## src/rtl/fifo_pkg.sv

```systemverilog
// fifo_pkg: shared defaults for the FIFO control slice.
//   DEF_DEPTH     - default number of RAM entries (power of 2, >= 4)
//   DEF_AF_MARGIN - almost_full fires this many entries below DEPTH
//   DEF_AE_LEVEL  - default almost_empty threshold (entries)
package fifo_pkg;

  localparam int DEF_DEPTH     = 8;
  localparam int DEF_AF_MARGIN = 2;
  localparam int DEF_AE_LEVEL  = 2;

endpackage

```

## src/rtl/fifo_ptr_cnt.sv

```systemverilog
// fifo_ptr_cnt: WIDTH-bit wrapping pointer counter.
//   clk - clock, all state on posedge
//   rst - synchronous active-high reset (ptr -> 0)
//   clr - synchronous clear (ptr -> 0), wins over inc
//   inc - advance ptr by one, wrapping mod 2^WIDTH
//   ptr - current counter value
module fifo_ptr_cnt #(
  parameter int WIDTH = 4
) (
  input  logic             clk,
  input  logic             rst,
  input  logic             clr,
  input  logic             inc,
  output logic [WIDTH-1:0] ptr
);

  logic [WIDTH-1:0] cnt_q;
  logic [WIDTH-1:0] cnt_d;

  always_comb begin
    cnt_d = cnt_q;
    if (clr) begin
      cnt_d = '0;
    end else if (inc) begin
      cnt_d = cnt_q + WIDTH'(1);
    end
  end

  always_ff @(posedge clk) begin
    if (rst) begin
      cnt_q <= '0;
    end else begin
      cnt_q <= cnt_d;
    end
  end

  assign ptr = cnt_q;

endmodule

```

## src/rtl/fifo_ctrl.sv

```systemverilog
// fifo_ctrl: pointer/flag controller for an external single-clock FIFO RAM.
//   clk, rst        - clock, synchronous active-high reset
//   flush           - discard all contents (pointers -> 0)
//   clr_err         - clear sticky overflow/underflow
//   w_en, r_en      - write / read requests
//   w_ptr, r_ptr    - RAM write / read indices
//   full, empty     - occupancy flags (combinational from registered pointers)
//   almost_full     - count >= AF_LEVEL
//   almost_empty    - count <= AE_LEVEL
//   count           - occupancy 0..DEPTH
//   rd_valid        - RAM data_out valid (accepted read delayed one cycle)
//   overflow        - sticky: write attempted while full
//   underflow       - sticky: read attempted while empty
module fifo_ctrl
  import fifo_pkg::*;
#(
  parameter int DEPTH     = DEF_DEPTH,
  parameter int PTR_WIDTH = $clog2(DEPTH),
  parameter int AF_LEVEL  = DEPTH - DEF_AF_MARGIN,
  parameter int AE_LEVEL  = DEF_AE_LEVEL
) (
  input  logic                 clk,
  input  logic                 rst,
  input  logic                 flush,
  input  logic                 clr_err,
  input  logic                 w_en,
  input  logic                 r_en,
  output logic [PTR_WIDTH-1:0] w_ptr,
  output logic [PTR_WIDTH-1:0] r_ptr,
  output logic                 full,
  output logic                 empty,
  output logic                 almost_full,
  output logic                 almost_empty,
  output logic [PTR_WIDTH:0]   count,
  output logic                 rd_valid,
  output logic                 overflow,
  output logic                 underflow
);

  localparam int CW = PTR_WIDTH + 1;
  localparam logic [CW-1:0] AF_THR = CW'(AF_LEVEL);
  localparam logic [CW-1:0] AE_THR = CW'(AE_LEVEL);

  logic [CW-1:0] wptr;
  logic [CW-1:0] rptr;
  logic          wr_acc;
  logic          rd_acc;

  logic rd_valid_q, rd_valid_d;
  logic overflow_q, overflow_d;
  logic underflow_q, underflow_d;

  // Extra MSB on each pointer separates full (lap apart) from empty (same lap).
  fifo_ptr_cnt #(.WIDTH(CW)) u_wptr (
    .clk (clk),
    .rst (rst),
    .clr (flush),
    .inc (wr_acc),
    .ptr (wptr)
  );

  fifo_ptr_cnt #(.WIDTH(CW)) u_rptr (
    .clk (clk),
    .rst (rst),
    .clr (flush),
    .inc (rd_acc),
    .ptr (rptr)
  );

  always_comb begin
    empty        = (wptr == rptr);
    full         = (wptr[PTR_WIDTH] != rptr[PTR_WIDTH]) &&
                   (wptr[PTR_WIDTH-1:0] == rptr[PTR_WIDTH-1:0]);
    count        = wptr - rptr;
    almost_full  = (count >= AF_THR);
    almost_empty = (count <= AE_THR);
    w_ptr        = wptr[PTR_WIDTH-1:0];
    r_ptr        = rptr[PTR_WIDTH-1:0];
  end

  always_comb begin
    wr_acc      = w_en && !full && !flush;
    rd_acc      = r_en && !empty && !flush;
    rd_valid_d  = rd_acc;
    overflow_d  = overflow_q;
    underflow_d = underflow_q;
    // A set event in the same cycle takes precedence over clr_err.
    if (w_en && full && !flush) begin
      overflow_d = 1'b1;
    end else if (clr_err) begin
      overflow_d = 1'b0;
    end
    if (r_en && empty && !flush) begin
      underflow_d = 1'b1;
    end else if (clr_err) begin
      underflow_d = 1'b0;
    end
  end

  always_ff @(posedge clk) begin
    if (rst) begin
      rd_valid_q  <= 1'b0;
      overflow_q  <= 1'b0;
      underflow_q <= 1'b0;
    end else begin
      rd_valid_q  <= rd_valid_d;
      overflow_q  <= overflow_d;
      underflow_q <= underflow_d;
    end
  end

  assign rd_valid  = rd_valid_q;
  assign overflow  = overflow_q;
  assign underflow = underflow_q;

endmodule

```

## config.mk

```make
export PLATFORM = sky130hd
export DESIGN_NAME = fifo_ctrl
export DESIGN_NICKNAME = d
export VERILOG_FILES = /design/src/rtl/fifo_pkg.sv /design/src/rtl/fifo_ptr_cnt.sv /design/src/rtl/fifo_ctrl.sv
export SDC_FILE = /design/constraint.sdc
export NUM_CORES = 1
export LEC_CHECK = 0
export CORE_MARGIN = 5
export CORE_UTILIZATION = 45
export DETAILED_ROUTE_END_ITERATION = 10
export PLACE_DENSITY = 0.83
export SLEW_MARGIN = 5
export SYNTH_ARGS = -nofsm -noshare
export SYNTH_HDL_FRONTEND = slang
export SYNTH_SLANG_ARGS = --single-unit
```

## constraint.sdc

```tcl
create_clock -name clk -period 1.9 [get_ports clk]
set_input_delay 0.38 -clock clk [delete_from_list [all_inputs] [get_ports clk]]
set_output_delay 0.38 -clock clk [all_outputs]
set_load 0.02 [all_outputs]
```

==> impl_metrics.ini <==
[routing]
detail_route.vias_per_cell = 5.399
total_wirelength_of_the_detailed_routed_design_mm = 2.064
avgRoutedWirePerCell_um = 14.43
drtIter0Drc = 19
drt_pass1_iterations = 4
post-route-drc-count = 0
vias = 772
drt.antenna.violating_nets = 0

[critical_path]
critPathKind = reg -> out
setup.worst_path.end_class = primary output
worst-r2r-setup-slack_ps = 230
arrival_time_at_the_worst_endpoint_ps = 1740
timing.rr.start = u_wptr.ptr[2]$_SDFFE_PP0P_
startpoint_type = flip-flop
regToRegEndpoint = u_wptr.ptr[0]$_SDFFE_PP0P_
cp_data_required_time_ps = 1520
worst-r2r-cell-count = 5
worst_setup_path_endpoint = almost_empty
cp_max_fo = 2
setup.worst_path.start = u_wptr.ptr[0]$_SDFFE_PP0P_

[min_path]
whs_path_depth = 2
worst_hold_path_type = reg -> reg
hold_path_startpoint = underflow$_SDFFE_PP0P_

[placement]
place_congestion = 0.7760
placed_cells = 136
dp_hpwl_mm = 1.424
portBuffers = 22

[job]
cap_violations = 0

[clock_network]
clk_latency_ps = 270
cts_buffer_depth = 2
clkTransAtPathRegs_ps = 80
tritoncts = yes
cts-buffers-inserted = 3
root_buffer = sky130_fd_sc_hd__clkbuf_4
cts-htree-levels = 1
numClockSinks = 11
ctsHoldBuffers = 0

[sta]
period_minus_slack_ps = 2118
slew_viols_final = 0
final_min_period_over_clock_period = 1.115
worst_slack_ps = -218.0
fin_worst_hold_slack_ps = 482.2
timing.final.setup_violations = 5
finalHoldViolations = 0
timing.fmax_ghz = 0.4721
tightestPinTransition_ps = 356.0
final.setup_skew_ps = 6.370
maxSlewHeadroom = 0.7626
rsz0062_at_grt = yes

[global_routing]
gr-total-overflow = 0
antenna_found_initial = 0
grt_first_pass_wirelength_mm = 3.201
grt.total_usage = 0.1604
grt_max_degree = 9
vias_in_the_first_global_route = 771

[floorplan]
boundary_pins = 23
die_area_um2 = 2568
die_width_um = 50.68
die_y_um = 50.68
initial_utilization = 0.4830
placementRows = 14
core_area_um2 = 1541

[finish]
postLayoutCoreUtil = 0.8125
post_route_cells_drive_above_1_share = 0.4252
seqCellArea_um2 = 229.0
fillerInstances = 94
syn2layout_area_growth_pct = 68.24
antenna_cells_inserted = 0
final_cells = 143
nNetsFinal = 140
multiInputGateArea_um2 = 565.5

[synthesis]
synth_cell_types = 25
ys_ff_latch = 11
synth_fp_nets = 101
syn_area_um2 = 744.5
syn_avg_cell_area_um2 = 8.365
syn-instance-count = 89
synth.yosys.warnings = 0
seq_area_frac_synth = 0.2958

[outcome]
status = complete, but fails checks
violations_in_the_final_reports = setup timing

[power_and_ir_drop]
cellPowerDensity_nw_per_um2 = 423.4
vdd_ir_drop_max_uv = 332.7
leakage_power_nw = 0.5261
-- logic make-up (layout without fill, tap and decap cells) --
| logic type | count (synthesis) | count (layout) | share of synthesized area |
|---|---|---|---|
| and+or+nand+nor | 34 | 34 | 0.2302 |
| buffers and inverters | 14 | 52 | 0.1025 |
| AOI/OAI and AO/OA | 13 | 13 | 0.1076 |
| DFF | 11 | 11 | 0.2958 |
| muxes | 8 | 8 | 0.1076 |
| adders and majority gates | 6 | 6 | 0.1109 |
| xor gates and xnor gates | 3 | 3 | 0.04539 |
-- Yosys cell counts --
master	instances	area (um^2)
sky130_fd_sc_hd__a21boi_2	2	22.52
sky130_fd_sc_hd__nand2_1	15	56.30
sky130_fd_sc_hd__or3_2	1	7.510
sky130_fd_sc_hd__nand2b_1	2	12.51
sky130_fd_sc_hd__clkbuf_1	1	3.750
sky130_fd_sc_hd__and2_1	1	6.260
sky130_fd_sc_hd__o21a_1	1	7.510
sky130_fd_sc_hd__nand3_1	1	5.000
sky130_fd_sc_hd__xor2_2	1	16.27
sky130_fd_sc_hd__o21ai_0	1	5.000
sky130_fd_sc_hd__ha_1	5	62.56
sky130_fd_sc_hd__nand4b_1	2	17.52
sky130_fd_sc_hd__nor2_1	4	15.01
sky130_fd_sc_hd__fa_1	1	20.02
sky130_fd_sc_hd__xnor2_1	2	17.52
sky130_fd_sc_hd__nand3b_1	1	7.510
sky130_fd_sc_hd__nand4_1	2	12.51
sky130_fd_sc_hd__mux2i_1	8	80.08
sky130_fd_sc_hd__inv_1	6	22.52
sky130_fd_sc_hd__buf_2	1	5.000
sky130_fd_sc_hd__buf_4	6	45.04
sky130_fd_sc_hd__and3_1	2	12.51
sky130_fd_sc_hd__or3_1	3	18.77
sky130_fd_sc_hd__a21oi_1	9	45.04
sky130_fd_sc_hd__dfxtp_1	11	220.2
-- power breakdown --
group | internal (W) | switching, W | total [W]
sequential | 0.000232 | 0.00000264 | 0.000234
clock | 0.0000813 | 0.0000869 | 0.000168
combinational | 0.0000662 | 0.0000615 | 0.000128
total | 0.000379 | 0.000151 | 0.000530
-- worst min-delay path by stage --
stage,endpoint
finish,underflow$_SDFFE_PP0P_
detailed placement,overflow$_SDFFE_PP0P_
global placement,underflow$_SDFFE_PP0P_
CTS,underflow$_SDFFE_PP0P_
floorplan,overflow$_SDFFE_PP0P_
global route,underflow$_SDFFE_PP0P_
-- critical path, stage by stage, from the launching register on --
cell,delay [ps]
sky130_fd_sc_hd__dfxtp_2,340
sky130_fd_sc_hd__inv_2,50
sky130_fd_sc_hd__ha_4,150
sky130_fd_sc_hd__fa_2,520
sky130_fd_sc_hd__inv_2,50
sky130_fd_sc_hd__a21oi_2,110
sky130_fd_sc_hd__o21a_2,140
sky130_fd_sc_hd__buf_6,110
-- state kept, by name (all words and copies together) (netlist names) --
| name | count |
|---|---|
| u_rptr.ptr | 4 |
| u_wptr.ptr | 4 |
| overflow | 1 |
| rd_valid | 1 |
| underflow | 1 |
-- metrics by stage --
step | total power (W) | worst slack, ps | TNS, ps | area [um^2]
3_3_place_gp | 0.0003481 | -427.4 | -1642 | 1086
4_1_cts | 0.0005193 | -223.6 | -676.2 | 1185
3_5_place_dp | 0.0003505 | -501.0 | -1906 | 1086
2_1_floorplan | 0.0002998 | 21.13 | 0 | 772.0
5_1_grt | 0.0005520 | -266.2 | -972.9 | 1252
6_report | 0.0005303 | -218.0 | -726.7 | 1252
-- per-layer routing --
layer / wire [um] / part of all wire / up-vias / global-route usage
li1: - / - / 377 / -
met1: 766 / 0.37 / 362 / 0.1661
met2: 1153 / 0.56 / 31 / 0.2975
met3: 131 / 0.063 / 2 / 0.04438
met4: 12 / 0.0058 / 0 / 0.06383
met5: 0 / 0 / - / 0
-- area by class of cell --
class,count,share of cell area
clock buffer,4,0.02098
inverter,6,0.01798
multi-input combinational,64,0.4515
sequential,11,0.1828
tap,16,0.01598
timing repair buffer,42,0.3107
-- what timing repair did --
| item | in CTS | in global routing |
|---|---|---|
| resized for setup | 52 | 15 |
| pin swaps | 3 | 6 |
| setup buffers | 2 | 2 |
| setup endpoints to repair | 8 | 7 |
| cloned | 0 | 0 |
-- cells in the final DEF (no fill, tap or decap), drive strengths merged --
| cell type | instances |
|---|---|
| a21boi | 2 |
| a21oi | 9 |
| and2 | 1 |
| and3 | 2 |
| buf | 27 |
| clkbuf | 4 |
| clkdlybuf4s50 | 14 |
| dfxtp | 11 |
| dlygate4sd2 | 1 |
| fa | 1 |
| ha | 5 |
| inv | 6 |
| mux2i | 8 |
| nand2 | 15 |
| nand2b | 2 |
| nand3 | 1 |
| nand3b | 1 |
| nand4 | 2 |
| nand4b | 2 |
| nor2 | 4 |
| o21a | 1 |
| o21ai | 1 |
| or3 | 4 |
| xnor2 | 2 |
| xor2 | 1 |
Note: power is estimated with default switching activity, not from simulation.
